[src/rtl/fetch_decode_reg.sv]
// fetch_decode_reg: IF/ID pipeline register with load-use stall, branch squash and sticky HALT.
module fetch_decode_reg #(
    parameter int            DW         = 16,
    parameter logic [DW-1:0] NOP_INSTR  = 16'h0800,
    parameter logic [DW-1:0] HALT_INSTR = 16'h0000
) (
    input  logic          clk,
    input  logic          rst,
    input  logic [DW-1:0] if_instr,
    input  logic [DW-1:0] if_next_pc,
    input  logic          if_valid,
    input  logic          flush,
    input  logic          ex_mem_read,
    input  logic [2:0]    ex_wr_reg,
    output logic [DW-1:0] id_instr,
    output logic [DW-1:0] id_next_pc,
    output logic          id_valid,
    output logic          id_bubble,
    output logic          stall_out,
    output logic          halted
);
    typedef enum logic {RUN, HALTED} state_t;
    state_t state, nextState;
    logic [DW-1:0] instrReg;
    logic [4:0] opcode;
    logic usesRs, usesRt, hazard, loadEn, squash, goHalt;
    assign id_instr = id_valid ? instrReg : NOP_INSTR;
    assign opcode = id_instr[15:11];
    assign usesRs = !(opcode inside {5'b00000, 5'b00001, 5'b00100, 5'b00110, 5'b11000});
    assign usesRt = opcode inside {5'b11010, 5'b11011, 5'b11100, 5'b11101, 5'b11110, 5'b11111, 5'b10000, 5'b10011};
    assign hazard = id_valid && ex_mem_read &&
                    ((usesRs && id_instr[10:8] == ex_wr_reg) || (usesRt && id_instr[7:5] == ex_wr_reg));
    always_ff @(posedge clk or negedge rst) begin
        if (!rst) state <= RUN;
        else      state <= nextState;
    end
    always_comb begin
        nextState = state;
        loadEn    = 1'b0;
        squash    = 1'b0;
        goHalt    = 1'b0;
        stall_out = 1'b0;
        id_bubble = 1'b0;
        halted    = 1'b0;
        if (state == HALTED) begin
            stall_out = 1'b1;
            halted    = 1'b1;
        end else if (flush) begin
            squash = 1'b1;
        end else if (hazard) begin
            stall_out = 1'b1;
            id_bubble = 1'b1;
        end else begin
            loadEn = 1'b1;
            goHalt = id_valid && instrReg == HALT_INSTR;
            nextState = goHalt ? HALTED : RUN;
        end
    end
    // Nothing behind a HALT ever reaches decode, so the slot empties as HALT leaves.
    always_ff @(posedge clk or negedge rst) begin
        if (!rst) begin
            instrReg   <= NOP_INSTR;
            id_next_pc <= '0;
            id_valid   <= 1'b0;
        end else if (state == HALTED) begin
            id_valid <= 1'b0;
        end else if (squash) begin
            instrReg <= NOP_INSTR;
            id_valid <= 1'b0;
        end else if (loadEn) begin
            instrReg   <= if_instr;
            id_next_pc <= if_next_pc;
            id_valid   <= if_valid && !goHalt;
        end
    end
endmodule
[config.mk]
export PLATFORM = sky130hd
export DESIGN_NAME = fetch_decode_reg
export DESIGN_NICKNAME = d
export VERILOG_FILES = /design/src/rtl/fetch_decode_reg.sv
export SDC_FILE = /design/constraint.sdc
export NUM_CORES = 1
export LEC_CHECK = 0
export CELL_PAD_IN_SITES_DETAIL_PLACEMENT = 0
export CELL_PAD_IN_SITES_GLOBAL_PLACEMENT = 1
export CORE_AREA = 5 5 89 71
export CTS_CLUSTER_SIZE = 28
export DETAILED_ROUTE_END_ITERATION = 16
export DIE_AREA = 0 0 94 76
export PLACE_DENSITY = 0.88
export RECOVER_POWER = 50
export SLEW_MARGIN = 40
export SYNTH_ARGS = -nofsm -noshare
export SYNTH_HDL_FRONTEND = slang
export SYNTH_SLANG_ARGS = --single-unit
export TNS_END_PERCENT = 30
[constraint.sdc]
create_clock -name clk -period 2.1 [get_ports clk]
set_input_delay 0.42 -clock clk [delete_from_list [all_inputs] [get_ports clk]]
set_output_delay 0.42 -clock clk [all_outputs]
set_load 0.1 [all_outputs]
# Yosys cells after proc, flatten, opt, wreduce, memory -nomap -nowiden

Index checks and enable logic that the tools add are counted.

Register bits: 34
Output and inout port bits: 36
Word-level logic and storage cells: 60

Equal/unequal tests: 14
Muxes and demuxes: 23
Bitwise logic cells: 2
Reductions and logical operators: 17

Operator list:

| operator             | number |
|---|---|
| $mux W16             | 3 |
| $eq A5 B5 Y1 const B | 9 |
| $mux W1              | 20 |
| $logic_not A16 Y1    | 1 |
| $eq A5 B3 Y1 const B | 2 |
| $reduce_bool A8 Y1   | 1 |
| $eq A3 B3 Y1         | 2 |
| $logic_and A1 B1 Y1  | 6 |
| $eq A5 B1 Y1 const B | 1 |
| $logic_not A5 Y1     | 1 |
| $reduce_bool A5 Y1   | 1 |
| $reduce_and A3 Y1    | 1 |
| $reduce_bool A3 Y1   | 1 |
| $logic_not A1 Y1     | 2 |
| $not A1 Y1           | 2 |
| $reduce_and A2 Y1    | 1 |
| $reduce_bool A2 Y1   | 1 |
| $logic_or A1 B1 Y1   | 1 |

# Longest topological paths before layout

Word-level depth: 15
Gate-level depth with buffers: 8
Depth with buffers taken out: 6

# Least setup slack after synthesis

No wires, ideal clock.

Kind: reg2out
Start: register id_valid
End: output port id_bubble
Data arrival time: 4400 ps
Data required time: 1680 ps
Path slack: -2720 ps
Stages on the path, launching flop included: 5
Buffers on the path: 0
Path through: dfrtp_1 > and2_1 > o2111ai_1 > a21o_2 > nor3_1

Longest elaborated chain between the ends: 10

RTL lines:

| item                                       | RTL line | text |
|---|---|---|
| start, declared                            | 17       | `output logic id_valid,` |
| start signal, assigned                     | 73       | `id_valid <= if_valid && !goHalt;` |
| $mux W16 *                                 | 27       | `assign id_instr = id_valid ? instrReg : NOP_INSTR;` |
| via id_instr[15]                           | 15       | `output logic [DW-1:0] id_instr,` |
| $eq A5 B1 Y1, or another cell as far along | 29       | `assign usesRs = !(opcode inside {5'b00000, 5'b00001, 5'b00100, 5'b00110, 5'b11000});` |
| $reduce_bool A5 Y1                         | 29       |  |
| $logic_not A1 Y1                           | 29       |  |
| $logic_and A1 B1 Y1                        | 32       | `((usesRs && id_instr[10:8] == ex_wr_reg) \|\| (usesRt && id_instr[7:5] == ex_wr_reg));` |
| $logic_or A1 B1 Y1 *                       | 32       |  |
| $logic_and A1 B1 Y1 *                      | 31       | `assign hazard = id_valid && ex_mem_read &&` |
| $mux W1 *                                  | 50       | `end else if (hazard) begin` |
| $mux W1 *                                  | 48       | `end else if (flush) begin` |
| $mux W1 *                                  | 45       | `if (state == HALTED) begin` |
| end, declared                              | 18       | `output logic id_bubble,` |

The timed path passes the listed nets; every way through them passes the cells marked *.

# Worst setup path in the final report

Start: register instrReg[13]
End: output port stall_out

Longest elaborated chain between the ends: 10

RTL lines:

| item                                       | RTL line | text |
|---|---|---|
| start, declared                            | 24       | `logic [DW-1:0] instrReg;` |
| start signal, assigned                     | 71       | `instrReg <= if_instr;` |
| $mux W16 *                                 | 27       |  |
| $eq A5 B1 Y1, or another cell as far along | 29       |  |
| $reduce_bool A5 Y1                         | 29       |  |
| $logic_not A1 Y1                           | 29       |  |
| $logic_and A1 B1 Y1                        | 32       |  |
| $logic_or A1 B1 Y1 *                       | 32       |  |
| $logic_and A1 B1 Y1 *                      | 31       |  |
| $mux W1 *                                  | 50       |  |
| $mux W1 *                                  | 48       |  |
| $mux W1 *                                  | 45       |  |
| end, declared                              | 19       | `output logic stall_out,` |

Mark *: on every way between the ends. The rest lies on a longest branch, timed or not.

==> summary.md <==
| Metric | Value |
|---|---|
| # H-tree levels | `2` |
| Sw Share | `36.42%` |
| Combinational share of power | `between 30% and 40%` |
| Via-to-Cell Ratio | `approximately 4.5` |
| Total Nets Final | `between 200 and 300` |
| CTS buffer count | `5` |
| Worst-path clk slew | `roughly 0.080 ns` |
| Ports | `between 70 and 80` |
| Area after DPL | `~2600 sq um` |
| Synth Area in XOR/XNOR | `approximately 3.3%` |
| DR pass1 iterations | `4` |
| Die Y-Extent | `roughly 76 um` |
| Largest family of logic cells by synthesized area | `multiplexers` |
| Seq pwr share | `about a third` |
| DIE AREA | `roughly 7000 sq um` |
| Multi-input gate area | `approximately 750 sq um` |
| Clock root cell | `clkbuf_8` |
| Antenna Violating Nets Remaining | `0` |
| Final min period | `~2.2 ns` |
| Max stage delay cell, worst path | `dfrtp_2` |
| Grt ovf | `0` |
| Worst stage delay on the critical path | `between 0.4 and 0.5 ns` |
| Peak supply drop | `499.4 uV` |
| Synth Cell Area | `roughly 1600 sq um` |
| Tot Pwr | `2324 uW` |
| Core Rows | `24` |
| Worst Path Required | `1.68 ns` |
| Seq/Total Area, Yosys | `53.24%` |
| Final setup vio count | `2` |
| I/O Buffers | `75` |
| Most common cell after layout, fill and taps aside | `clkdlybuf4s50_1` |
| Clock sinks | `34` |
| Seq. cell area | `approximately 860 sq um` |
| Yosys warns | `0` |
| Non-Filler Instances | `just under 300` |
| Maxcap violations | `0` |
| Startpoint Class | `register` |
| Antenna diodes | `0` |
| Final instance area | `2841 sq um` |
| Failing checks | `setup timing` |
| Post-DP HPWL | `between 3000 and 4000 um` |
| First-pass GRT wire length | `6644 um` |
| Switch Pwr | `around 850 uW` |
| Largest net degree at the start of global routing | `35` |
| Status | `complete, but fails checks` |
| Clock buffer depth | `2` |
| Static Leak | `0.001286 uW` |
| Total wire length | `around 4300 um` |
| Crit share post-route | `106.8%` |
| CTS tree | `built` |
| Number of remaining DRC errors | `0` |
| Crit path capture type | `output port` |
| Worst Tran Pin Value | `approximately 0.86 ns` |
| CTS Hold Bufs | `0` |
| Mapped Cells | `approximately 120` |
| Initial Util | `around 29%` |
| Adder-Cell Fraction of Synth Area | `0%` |
| HP Class | `input port to async pin` |
| Max Slew Vio Count | `0` |
| Fin worst setup slack | `-0.1426 ns` |
| Crit-path leading delay family | `compound AO/OA/AOI/OAI gates` |
| Layout area overhead | `77.56%` |
| Crit Path Class | `register to output port` |
| Syn Nets | `163` |
| DIE WIDTH | `approximately 94 um` |
| RePlAce Congestion | `~0.74` |
| First DRT Iteration DRCs | `29` |
| Setup TNS Final | `-0.2737 ns` |
| Power per cell area | `slightly above 800 nW/um^2` |
| Clock Skew | `around 0.012 ns` |
| Most common cell on crit path | `buf_4` |
| Worst slew margin | `a little over two fifths` |
| Antenna violations before repair | `0` |
| DR vias | `between 1,000 and 1,500` |
| Routed len/inst | `about 15 um` |
| GRT Total Usage | `about an eighth` |
| F_max | `roughly 0.45 GHz` |
| RSZ-0062 raised after global routing | `true` |
| Vias in the first global route | `between 1,000 and 1,500` |
| Worst skew pair latency | `between 0.2 and 0.3 ns` |
| Number of hold violations in the final report | `0` |
| Yosys reg bits | `34` |
| Worst EP arrival | `between 1.5 and 2 ns` |
| Core area | `between 5000 and 6000 sq um` |
| Post-synthesis simple-gate area fraction | `a little under an eighth` |
| Most frequent cells in the layout | `clkdlybuf4s50_1, dfrtp_1, buf_4` |
| Mux cell area share after synthesis | `between 15 and 20%` |
| Clock power frac | `between 30% and 40%` |
| Sum of buffers and inverters on the critical path | `3` |
| Library cells used by synthesis | `29` |
| Worst-path fanout max | `4` |
| Share of layout cells above drive strength 1 | `roughly two fifths` |
| Filler cell count | `about 470` |
| Compound-Gate Fraction of Synth Area | `13.37%` |
| Syn Area/Cell | `~13 sq um` |
| Finished Core Util | `between 50% and 60%` |
| Pint | `between 1000 and 1500 uW` |
| Post-Place Cells | `about 280` |
| Worst-path cell chain | `buf_4 -> buf_4 -> a21oi_2 -> o2111ai_2 -> a21o_4 -> o21bai_4 -> buf_12` |
what timing repair did:
action	CTS	global route
buffers inserted	4	1
pin swaps	8	3
resized for setup	11	1
setup endpoints to repair	12	17
Yosys cell counts, drive strengths merged:
cell type  number  area [sq um]
nor4            1         6.260
xor2            3         26.28
a21oi           1         5.000
inv             2         7.510
nor3b           1         7.510
mux2i           1         10.01
buf             5         43.79
dfstp           1         26.28
nand2           6         22.52
and2           15         96.34
a2bb2oi         1         8.760
o2111ai         2         17.52
mux2           16         236.5
a31oi           1         6.260
or4             2         15.01
xnor2           3         26.28
a21o            1         8.760
nor3            2         10.01
nor2            6         22.52
a21boi          1         7.510
a22o           15         131.4
dfrtp          33         825.8
o311a           1         10.01
o21bai          2         18.77
clkbuf          1         3.750
through the flow:
step,setup slack [ns],hold slack [ns]
6_report,-0.1426,0.2405
3_5_place_dp,-0.3898,0.4945
2_1_floorplan,-0.5575,0.1244
3_3_place_gp,-0.3818,0.4931
4_1_cts,-0.1550,0.2230
5_1_grt,-0.2112,0.3081
cell families after synthesis:
| kind of cell | Yosys count |
|---|---|
| AO/OA/AOI/OAI | 25 |
| XOR/XNOR | 6 |
| buffers and inverters | 8 |
| flip-flops | 34 |
| multiplexers | 17 |
| AND/OR/NAND/NOR | 33 |
worst paths after layout:
kind	startpoint	to	slack, ns	cells after the start
worst max register to register	instrReg[14]	id_next_pc[13]	0.01	6
worst min register to register	id_next_pc[13]	id_next_pc[13]	0.52	1
max in group asynchronous	rst	id_valid	1.24	1
min in group clk	id_next_pc[13]	id_next_pc[13]	0.52	1
worst max-delay path	instrReg[13]	stall_out	-0.14	7
worst min-delay path	rst	id_valid	0.24	1
sequential cells by signal, summed over array words and instances (netlist names):
register	cells
id_next_pc	16
instrReg	16
id_valid	1
state	1
power groups by stage:
stage	logic [uW]	clock network (uW)	registers [uW]
floorplan	214	0	1150
global placement	801	0	798
detailed placement	810	0	796
CTS	822	743	788
global route	841	768	799
finish	813	724	787
area by class of cell:
class / count / share of cell area, %
Clock buffer: 5 / 2.422
Tap cell: 78 / 3.435
Multi-Input combinational cell: 81 / 26.46
Sequential cell: 34 / 30.16
Clock inverter: 3 / 2.422
Timing Repair Buffer: 88 / 34.83
Inverter: 2 / 0.2642
metal layers:
metal	track usage [%]	share of wire (%)	up-vias	wire length [um]
li1	-	-	618	-
met1	15.69	45	647	1928
met2	18.78	48	46	2062
met3	4.640	6.8	5	291
met4	1.732	0.42	0	18
met5	0	0	-	0
No activity file was read; power rests on OpenSTA's default activity.
